File: src/rtl/axil_mem_arbiter_if.sv
// axil_mem_arbiter_if: AXI4-lite master bus used by axil_mem_arbiter.
//   master modport: the arbiter side (drives valid/addr/data, bready, rready).
//   slave  modport: the memory fabric side (drives readies, responses, rdata).
interface axil_mem_arbiter_if;
  // Write address channel
  logic        awvalid;
  logic        awready;
  logic [31:0] awaddr;
  logic [2:0]  awprot;
  // Write data channel
  logic        wvalid;
  logic        wready;
  logic [31:0] wdata;
  logic [3:0]  wstrb;
  // Write response channel
  logic        bvalid;
  logic        bready;
  logic [1:0]  bresp;
  // Read address channel
  logic        arvalid;
  logic        arready;
  logic [31:0] araddr;
  logic [2:0]  arprot;
  // Read data channel
  logic        rvalid;
  logic        rready;
  logic [31:0] rdata;
  logic [1:0]  rresp;

  modport master (
    output awvalid, awaddr, awprot, wvalid, wdata, wstrb, bready,
    output arvalid, araddr, arprot, rready,
    input  awready, wready, bvalid, bresp, arready, rvalid, rdata, rresp
  );

  modport slave (
    input  awvalid, awaddr, awprot, wvalid, wdata, wstrb, bready,
    input  arvalid, araddr, arprot, rready,
    output awready, wready, bvalid, bresp, arready, rvalid, rdata, rresp
  );
endinterface

File: src/rtl/axil_mem_arbiter.sv
// axil_mem_arbiter: shares one AXI4-lite master port between the instruction
// fetch path (read only) and the load/store data path. Round-robin on ties,
// one outstanding AXI transaction at a time.
//
// Ports:
//   clk, reset      clock (rising edge), synchronous active-low reset
//   i_req/i_addr    fetch request; i_ready pulse, i_rdata, i_err on completion
//   d_req/d_we/d_addr/d_wdata/d_wstrb
//                   data request; d_ready pulse, d_rdata, d_err on completion
//   m_axil          AXI4-lite master bus (axil_mem_arbiter_if.master)
//
// Optional feature: define ARB_TIMEOUT_EN to enable a slave-response watchdog
// that abandons a stalled transaction after TIMEOUT_CYCLES with err=1, rdata=0.
module axil_mem_arbiter #(
  parameter int unsigned TIMEOUT_CYCLES = 256
) (
  input  logic               clk,
  input  logic               reset,
  input  logic               i_req,
  input  logic [31:0]        i_addr,
  output logic               i_ready,
  output logic [31:0]        i_rdata,
  output logic               i_err,
  input  logic               d_req,
  input  logic               d_we,
  input  logic [31:0]        d_addr,
  input  logic [31:0]        d_wdata,
  input  logic [3:0]         d_wstrb,
  output logic               d_ready,
  output logic [31:0]        d_rdata,
  output logic               d_err,
  axil_mem_arbiter_if.master m_axil
);

  typedef enum logic [2:0] {
    StIdle, StRdAddr, StRdData, StWrReq, StWrResp, StDone
  } state_e;

  state_e      r_state;
  state_e      w_state_next;

  logic        r_grant;       // 1: data side owns the current transaction
  logic        r_last_grant;  // 1: data side was granted last
  logic        r_we;
  logic [31:0] r_addr;
  logic [31:0] r_wdata;
  logic [3:0]  r_wstrb;
  logic [2:0]  r_prot;

  logic        r_arvalid, r_rready, r_awvalid, r_wvalid, r_bready;
  logic        w_arvalid_d, w_rready_d, w_awvalid_d, w_wvalid_d, w_bready_d;

  logic [31:0] r_i_rdata, r_d_rdata;
  logic        r_i_err, r_d_err;

  logic        w_start;
  logic        w_grant_data;
  logic        w_aw_done;
  logic        w_w_done;
  logic        w_complete;
  logic        w_cpl_err;
  logic [31:0] w_cpl_rdata;
  logic        w_timeout;
  logic        w_unused_resp;

  assign w_start      = i_req | d_req;
  // Data wins when alone, or on a tie when fetch was granted last.
  assign w_grant_data = d_req & (~i_req | ~r_last_grant);
  // A write channel counts as done once its valid has dropped or is handshaking now.
  assign w_aw_done    = ~r_awvalid | m_axil.awready;
  assign w_w_done     = ~r_wvalid | m_axil.wready;

  // Only resp[1] distinguishes OKAY/EXOKAY from SLVERR/DECERR.
  assign w_unused_resp = m_axil.rresp[0] ^ m_axil.bresp[0];

`ifdef ARB_TIMEOUT_EN
  logic [15:0] r_tmo_cnt;
  logic        w_busy;
  logic        w_progress;

  always_comb begin
    w_busy     = 1'b0;
    w_progress = 1'b0;
    unique case (r_state)
      StRdAddr: begin
        w_busy     = 1'b1;
        w_progress = m_axil.arready;
      end
      StRdData: begin
        w_busy     = 1'b1;
        w_progress = m_axil.rvalid;
      end
      StWrReq: begin
        w_busy     = 1'b1;
        w_progress = (r_awvalid & m_axil.awready) | (r_wvalid & m_axil.wready);
      end
      StWrResp: begin
        w_busy     = 1'b1;
        w_progress = m_axil.bvalid;
      end
      default: ;
    endcase
  end

  // Fires on the cycle the counter would reach the limit.
  assign w_timeout = w_busy & ~w_progress & (r_tmo_cnt == 16'(TIMEOUT_CYCLES - 1));

  always_ff @(posedge clk) begin
    if (!reset) begin
      r_tmo_cnt <= '0;
    end else if (w_state_next != r_state) begin
      r_tmo_cnt <= '0;
    end else if (w_busy & ~w_progress) begin
      r_tmo_cnt <= r_tmo_cnt + 16'd1;
    end
  end
`else
  logic [15:0] w_unused_tmo;
  assign w_unused_tmo = 16'(TIMEOUT_CYCLES);
  assign w_timeout    = 1'b0;
`endif

  // State register
  always_ff @(posedge clk) begin
    if (!reset) begin
      r_state <= StIdle;
    end else begin
      r_state <= w_state_next;
    end
  end

  // Next-state logic
  always_comb begin
    w_state_next = r_state;
    unique case (r_state)
      StIdle: begin
        if (w_start) w_state_next = (w_grant_data & d_we) ? StWrReq : StRdAddr;
      end
      StRdAddr: if (m_axil.arready) w_state_next = StRdData;
      StRdData: if (m_axil.rvalid)  w_state_next = StDone;
      StWrReq:  if (w_aw_done & w_w_done) w_state_next = StWrResp;
      StWrResp: if (m_axil.bvalid)  w_state_next = StDone;
      StDone:   w_state_next = StIdle;
      default:  w_state_next = StIdle;
    endcase
    if (w_timeout) w_state_next = StDone;
  end

  // Output logic: next values of the registered AXI valid/ready outputs
  always_comb begin
    w_arvalid_d = r_arvalid;
    w_rready_d  = r_rready;
    w_awvalid_d = r_awvalid;
    w_wvalid_d  = r_wvalid;
    w_bready_d  = r_bready;
    unique case (r_state)
      StIdle: begin
        if (w_start) begin
          if (w_grant_data & d_we) begin
            w_awvalid_d = 1'b1;
            w_wvalid_d  = 1'b1;
          end else begin
            w_arvalid_d = 1'b1;
          end
        end
      end
      StRdAddr: begin
        if (m_axil.arready) begin
          w_arvalid_d = 1'b0;
          w_rready_d  = 1'b1;
        end
      end
      StRdData: if (m_axil.rvalid) w_rready_d = 1'b0;
      StWrReq: begin
        if (m_axil.awready) w_awvalid_d = 1'b0;
        if (m_axil.wready)  w_wvalid_d  = 1'b0;
        if (w_aw_done & w_w_done) w_bready_d = 1'b1;
      end
      StWrResp: if (m_axil.bvalid) w_bready_d = 1'b0;
      default: ;
    endcase
    if (w_timeout) begin
      w_arvalid_d = 1'b0;
      w_rready_d  = 1'b0;
      w_awvalid_d = 1'b0;
      w_wvalid_d  = 1'b0;
      w_bready_d  = 1'b0;
    end
  end

  // Completion results are captured on the edge into StDone so they appear
  // together with the ready pulse.
  assign w_complete  = (w_state_next == StDone) & (r_state != StDone);
  assign w_cpl_err   = w_timeout |
                       ((r_state == StRdData) ? m_axil.rresp[1] : m_axil.bresp[1]);
  assign w_cpl_rdata = w_timeout ? 32'h0 : m_axil.rdata;

  always_ff @(posedge clk) begin
    if (!reset) begin
      r_arvalid    <= 1'b0;
      r_rready     <= 1'b0;
      r_awvalid    <= 1'b0;
      r_wvalid     <= 1'b0;
      r_bready     <= 1'b0;
      r_grant      <= 1'b0;
      r_last_grant <= 1'b0;
      r_we         <= 1'b0;
      r_addr       <= '0;
      r_wdata      <= '0;
      r_wstrb      <= '0;
      r_prot       <= '0;
      r_i_rdata    <= '0;
      r_d_rdata    <= '0;
      r_i_err      <= 1'b0;
      r_d_err      <= 1'b0;
    end else begin
      r_arvalid <= w_arvalid_d;
      r_rready  <= w_rready_d;
      r_awvalid <= w_awvalid_d;
      r_wvalid  <= w_wvalid_d;
      r_bready  <= w_bready_d;
      if (r_state == StIdle && w_start) begin
        r_grant <= w_grant_data;
        r_we    <= w_grant_data & d_we;
        r_addr  <= w_grant_data ? d_addr : i_addr;
        r_prot  <= w_grant_data ? 3'b000 : 3'b101;
        if (w_grant_data & d_we) begin
          r_wdata <= d_wdata;
          r_wstrb <= d_wstrb;
        end
      end
      if (w_complete) begin
        if (r_grant) begin
          r_d_err <= w_cpl_err;
          if (!r_we) r_d_rdata <= w_cpl_rdata;
        end else begin
          r_i_err   <= w_cpl_err;
          r_i_rdata <= w_cpl_rdata;
        end
      end
      if (r_state == StDone) r_last_grant <= r_grant;
    end
  end

  assign i_ready = (r_state == StDone) & ~r_grant;
  assign d_ready = (r_state == StDone) & r_grant;
  assign i_rdata = r_i_rdata;
  assign i_err   = r_i_err;
  assign d_rdata = r_d_rdata;
  assign d_err   = r_d_err;

  assign m_axil.arvalid = r_arvalid;
  assign m_axil.araddr  = r_addr;
  assign m_axil.arprot  = r_prot;
  assign m_axil.rready  = r_rready;
  assign m_axil.awvalid = r_awvalid;
  assign m_axil.awaddr  = r_addr;
  assign m_axil.awprot  = r_prot;
  assign m_axil.wvalid  = r_wvalid;
  assign m_axil.wdata   = r_wdata;
  assign m_axil.wstrb   = r_wstrb;
  assign m_axil.bready  = r_bready;

endmodule

File: src/flat_wrapper.sv
// flat-port wrapper written by rule: the top's interface ports become plain ports
module axil_mem_arbiter_flat 
#(
  parameter int unsigned TIMEOUT_CYCLES = 256
)
  (clk, reset, i_req, i_addr, i_ready, i_rdata, i_err, d_req, d_we, d_addr, d_wdata, d_wstrb, d_ready, d_rdata, d_err, m_axil_awvalid, m_axil_awaddr, m_axil_awprot, m_axil_wvalid, m_axil_wdata, m_axil_wstrb, m_axil_bready, m_axil_arvalid, m_axil_araddr, m_axil_arprot, m_axil_rready, m_axil_awready, m_axil_wready, m_axil_bvalid, m_axil_bresp, m_axil_arready, m_axil_rvalid, m_axil_rdata, m_axil_rresp);
  axil_mem_arbiter_if m_axil_i ();
  input  logic clk;
  input  logic reset;
  input  logic i_req;
  input  logic [31:0] i_addr;
  output logic i_ready;
  output logic [31:0] i_rdata;
  output logic i_err;
  input  logic d_req;
  input  logic d_we;
  input  logic [31:0] d_addr;
  input  logic [31:0] d_wdata;
  input  logic [3:0] d_wstrb;
  output logic d_ready;
  output logic [31:0] d_rdata;
  output logic d_err;
  output wire logic [$bits(m_axil_i.awvalid)-1:0] m_axil_awvalid;
  output wire logic [$bits(m_axil_i.awaddr)-1:0] m_axil_awaddr;
  output wire logic [$bits(m_axil_i.awprot)-1:0] m_axil_awprot;
  output wire logic [$bits(m_axil_i.wvalid)-1:0] m_axil_wvalid;
  output wire logic [$bits(m_axil_i.wdata)-1:0] m_axil_wdata;
  output wire logic [$bits(m_axil_i.wstrb)-1:0] m_axil_wstrb;
  output wire logic [$bits(m_axil_i.bready)-1:0] m_axil_bready;
  output wire logic [$bits(m_axil_i.arvalid)-1:0] m_axil_arvalid;
  output wire logic [$bits(m_axil_i.araddr)-1:0] m_axil_araddr;
  output wire logic [$bits(m_axil_i.arprot)-1:0] m_axil_arprot;
  output wire logic [$bits(m_axil_i.rready)-1:0] m_axil_rready;
  input wire logic [$bits(m_axil_i.awready)-1:0] m_axil_awready;
  input wire logic [$bits(m_axil_i.wready)-1:0] m_axil_wready;
  input wire logic [$bits(m_axil_i.bvalid)-1:0] m_axil_bvalid;
  input wire logic [$bits(m_axil_i.bresp)-1:0] m_axil_bresp;
  input wire logic [$bits(m_axil_i.arready)-1:0] m_axil_arready;
  input wire logic [$bits(m_axil_i.rvalid)-1:0] m_axil_rvalid;
  input wire logic [$bits(m_axil_i.rdata)-1:0] m_axil_rdata;
  input wire logic [$bits(m_axil_i.rresp)-1:0] m_axil_rresp;
  assign m_axil_awvalid = m_axil_i.awvalid;
  assign m_axil_awaddr = m_axil_i.awaddr;
  assign m_axil_awprot = m_axil_i.awprot;
  assign m_axil_wvalid = m_axil_i.wvalid;
  assign m_axil_wdata = m_axil_i.wdata;
  assign m_axil_wstrb = m_axil_i.wstrb;
  assign m_axil_bready = m_axil_i.bready;
  assign m_axil_arvalid = m_axil_i.arvalid;
  assign m_axil_araddr = m_axil_i.araddr;
  assign m_axil_arprot = m_axil_i.arprot;
  assign m_axil_rready = m_axil_i.rready;
  assign m_axil_i.awready = m_axil_awready;
  assign m_axil_i.wready = m_axil_wready;
  assign m_axil_i.bvalid = m_axil_bvalid;
  assign m_axil_i.bresp = m_axil_bresp;
  assign m_axil_i.arready = m_axil_arready;
  assign m_axil_i.rvalid = m_axil_rvalid;
  assign m_axil_i.rdata = m_axil_rdata;
  assign m_axil_i.rresp = m_axil_rresp;
  axil_mem_arbiter #(.TIMEOUT_CYCLES(TIMEOUT_CYCLES)) u_core (.clk(clk), .reset(reset), .i_req(i_req), .i_addr(i_addr), .i_ready(i_ready), .i_rdata(i_rdata), .i_err(i_err), .d_req(d_req), .d_we(d_we), .d_addr(d_addr), .d_wdata(d_wdata), .d_wstrb(d_wstrb), .d_ready(d_ready), .d_rdata(d_rdata), .d_err(d_err), .m_axil(m_axil_i));
endmodule
File: config.mk
export PLATFORM = sky130hd
export DESIGN_NAME = axil_mem_arbiter_flat
export DESIGN_NICKNAME = d
export VERILOG_FILES = /design/src/rtl/axil_mem_arbiter_if.sv /design/src/rtl/axil_mem_arbiter.sv /design/src/flat_wrapper.sv
export SDC_FILE = /design/constraint.sdc
export NUM_CORES = 1
export LEC_CHECK = 0
export CELL_PAD_IN_SITES_DETAIL_PLACEMENT = 1
export CELL_PAD_IN_SITES_GLOBAL_PLACEMENT = 1
export CORE_UTILIZATION = 25
export DETAILED_ROUTE_END_ITERATION = 10
export PLACE_DENSITY_LB_ADDON = 0.1
export SYNTH_ARGS = -nofsm -noshare
export SYNTH_HDL_FRONTEND = slang
export SYNTH_SLANG_ARGS = --single-unit
File: constraint.sdc
create_clock -name clk -period 1.5 [get_ports clk]
set_input_delay 0.3 -clock clk [delete_from_list [all_inputs] [get_ports clk]]
set_output_delay 0.3 -clock clk [all_outputs]
set_load 0.05 [all_outputs]
==> results.py <==
metrics = {
    "synthesis": {
        "ys_ff_latch": 146,
        "yosysSeqAreaShare_pct": 49.0,
        "netlist_instances": 639,
        "syn_area_sq_um": 5960,
        "syn_avg_cell_area_sq_um": 9.33,
        "ys_warn_count": 0,
        "yosys.cell_types.count": 38,
    },
    "timing": {
        "fmax_mhz": 548,
        "finalClockSkew_ns": 0.0174,
        "setup_viol": 143,
        "period_needed_ns": 1.83,
        "final-hold-violation-count": 0,
        "final.period_utilization_pct": 122,
        "slew_violations": 0,
        "finalWorstSetupSlack_ns": -0.326,
        "rsz0062_at_grt": "yes",
    },
    "grt": {
        "grt_pass1_wl_mm": 35.6,
        "grt_pass1_vias": 6256,
        "grt_usage_pct": 19.0,
        "grt_overflow": 0,
        "grt_max_degree": 48,
        "antenna_found_initial": 0,
    },
    "worst_setup_path": {
        "crit_path_start_kind": "flip-flop",
        "crit_family": "simple AND/OR/NAND/NOR gates",
        "cp-end-kind": "flip-flop",
        "path_class": "flip-flop to flip-flop",
        "path_cells": "buf_6 -> nor3_4 -> and3_4 -> buf_6 -> and2_4 -> buf_4 -> buf_16 -> nand2_1 -> a21boi_1",
        "path_max_fanout": 7,
        "crit_slowest_cell": "dfxtp_4",
        "timing.critical_path.buf_inv": 4,
        "critPathMaxStageDelay_ns": 0.38,
        "arrival_ns": 2.17,
        "crit_required_ns": 1.84,
        "crit_path_frequent_cell": "buf_6",
    },
    "pwr": {
        "total_power_mw": 15.2,
        "ir_drop_v": 0.000688,
        "power_density_nw_per_um2": 1190,
        "static-leakage-power_nw": 4.94,
    },
    "clock_network": {
        "insertion_delay_ns": 0.42,
        "cts_root_buffer": "clkbuf_16",
        "max-clock-path-buffers": 2,
        "cts_tree": "built",
        "cts_made_buffers": 17,
        "htreeDepth": 4,
        "clock-sinks": 146,
        "cts.reportedPaths.clkPinSlew_ns": 0.06,
    },
    "outcome": {
        "violations": "negative setup slack",
        "status": "finished, violations left",
    },
    "die": {
        "die_area_sq_um": 24500,
        "die_x_microns": 156,
        "die_h_microns": 156,
        "core_sq_um": 23400,
        "num_rows": 56,
        "initial_core_util_pct": 25.5,
        "boundaryPins": 325,
    },
    "drt": {
        "wl_per_cell_microns": 19.4,
        "wirelength_met1_mm": 9.70,
        "drc": 0,
        "ant_nets": 0,
        "drtPass1Iterations": 6,
        "via_per_inst": 4.54,
        "initialDrtViolationCount": 421,
        "wl_met3_mm": 1.61,
        "wl_met2_mm": 13.7,
        "via_count": 5911,
        "wl_mm": 25.3,
        "top_layer": "met4",
    },
    "finish": {
        "drive_above_1_share_pct": 36.0,
        "multiInputGateArea_sq_um": 2710,
        "regArea_sq_um": 2940,
        "diodes": 0,
        "n_fill_cell": 2373,
        "final_area_sq_um": 12800,
        "layout.nets": 1116,
        "area_growth_pct": 114,
    },
    "placed_design": {
        "pre_cts_slack_ns": -0.682,
        "routabilityCongestion": 0.757,
        "placed_cell_area_sq_um": 11200,
        "hpwl_mm": 17.0,
        "numPortBuffers": 320,
    },
    "job": {
        "maxCapViolations": 0,
    },
    "worst_hold_path": {
        "holdCritPathClass": "input pin to flip-flop",
    },
}
[cell usage after synthesis]
cell type  number  share of area (%)
dfxtp_1       146                 49
nor3_4          2               0.55
and3_1          2               0.21
nor2_1          7               0.44
nor3b_1         1               0.13
a21boi_1       20                2.5
nand3b_4        1               0.34
a221oi_4        1               0.44
nor2b_1        37                3.9
nand3b_1        3               0.38
o221ai_2        1               0.25
o21ai_1         2               0.17
buf_4          44                5.5
and2_4          1               0.15
o21a_1          2               0.25
o221a_2         1               0.19
nand2b_1        2               0.21
a21boi_0       20                2.5
a21oi_1         8               0.67
o22ai_2         1               0.21
a21oi_2         1               0.15
or2_2           1               0.11
a21o_2          2               0.29
and4bb_2        1               0.21
mux2i_1        33                5.5
o21ai_0        36                3.0
inv_1           5               0.31
buf_2           8               0.67
o21ai_2         1               0.15
nand2_1       144                9.1
o311a_1         2               0.34
a222oi_1       32                5.4
buf_6           7                1.3
a22oi_1         1               0.13
conb_1          1              0.063
buf_8           3               0.76
clkbuf_1       26                1.6
nand3_1        33                2.8
[worst reg2reg max path, stage by stage (launching register included)]
cell,delay (ns)
dfxtp_4,0.38
buf_6,0.14
nor3_4,0.18
and3_4,0.23
buf_6,0.11
and2_4,0.22
buf_4,0.17
buf_16,0.12
nand2_1,0.07
a21boi_1,0.14
[layout make-up]
class,instances,share of cell area (%)
inverter,5,0.147
timing repair buffer,399,48.0
clock inverter,14,1.20
clock buffer,17,3.33
multi-input combinational,401,21.2
sequential,146,23.0
tap,319,3.12
[kinds of logic (layout without fill, tap and decap cells)]
| logic type | after synthesis | in the layout | share of synthesized area (%) |
|---|---|---|---|
| AOI/OAI and AO/OA | 131 | 131 | 16.7 |
| buffers and inverters | 93 | 435 | 10.2 |
| DFF | 146 | 146 | 49.0 |
| muxes | 33 | 33 | 5.54 |
| other | 1 | 2 | 0.0629 |
| and+or+nand+nor | 235 | 235 | 18.4 |
[placed cells by master (no fill, tap or decap), types with 3 or more instances in the layout]
cell and instances:
nand2_1 126, nor2b_1 36, nand2_4 14, nand2_2 4
o21ai_1 17, dfxtp_2 3, buf_6 19, clkbuf_16 27
buf_12 191, inv_1 5, nand3b_1 3, inv_6 5
dfxtp_4 3, buf_4 27, dfxtp_1 140, a21oi_1 7
buf_16 6, a21boi_1 24, nor2_1 3, o21ai_0 20
buf_8 4, a21boi_2 14, clkdlybuf4s50_1 142, mux2i_1 33
nand3_1 28, clkinvlp_4 3, nand3_2 5, a222oi_1 32
[power breakdown]
| part | internal [mW] | switching [mW] |
|---|---|---|
| logic | 3.16 | 3.05 |
| clock network | 2.46 | 1.77 |
| registers | 4.23 | 0.527 |
| total | 9.85 | 5.35 |
[metal layers]
layer | up-vias | track usage, %
met1 | 2883 | 20.6
li1 | 2836 | -
met2 | 182 | 35.1
met5 | - | 0
met4 | 0 | 5.18
met3 | 10 | 6.26
[timing repair]
action                     CTS  global route
setup buffers               19            15
setup endpoints to repair  146           143
cloned                       8            13
pin swaps                   10            45
gates resized for setup     68            75
hold buffers                 0             0
[stage by stage]
stage / cells / hold slack [ns] / TNS, ns / utilization, %
floorplan: 640 / 0.435 / -5.20 / -
global placement: 1224 / 0.479 / -67.40 / 47.7
detailed placement: 1224 / 0.487 / -71.55 / 47.7
CTS: 1281 / 0.273 / -26.50 / 52.4
global route: 1301 / 0.282 / -42.28 / 54.6
finish: 1301 / 0.295 / -31.44 / 54.6
[path summary, 6_finish.rpt]
path,from,end,slack (ns),cells past startpoint
worst min-delay path,reset,u_core.i_rdata[12]$_SDFFE_PN0P_,0.29,3
worst max register to register,u_core.r_state[1]$_SDFF_PN0_,u_core.m_axil.wdata[20]$_SDFFE_PN0P_,-0.33,9
worst max-delay path,u_core.r_state[1]$_SDFF_PN0_,u_core.m_axil.wdata[20]$_SDFFE_PN0P_,-0.33,9
worst min register to register,u_core.m_axil.wdata[17]$_SDFFE_PN0P_,u_core.m_axil.wdata[17]$_SDFFE_PN0P_,0.49,2
[state kept, by name, indices dropped and copies added (netlist names)]
register               flops
u_core.m_axil.wstrb        4
u_core.m_axil.wvalid       1
u_core.r_state             3
u_core.m_axil.arvalid      1
u_core.m_axil.arprot       1
u_core.m_axil.awvalid      1
u_core.r_last_grant        1
u_core.r_we                1
u_core.m_axil.araddr      32
u_core.d_rdata            32
u_core.d_err               1
u_core.m_axil.rready       1
u_core.m_axil.wdata       32
u_core.m_axil.bready       1
u_core.i_err               1
u_core.i_rdata            32
u_core.r_grant             1
No activity file was read; power rests on OpenSTA's default activity.
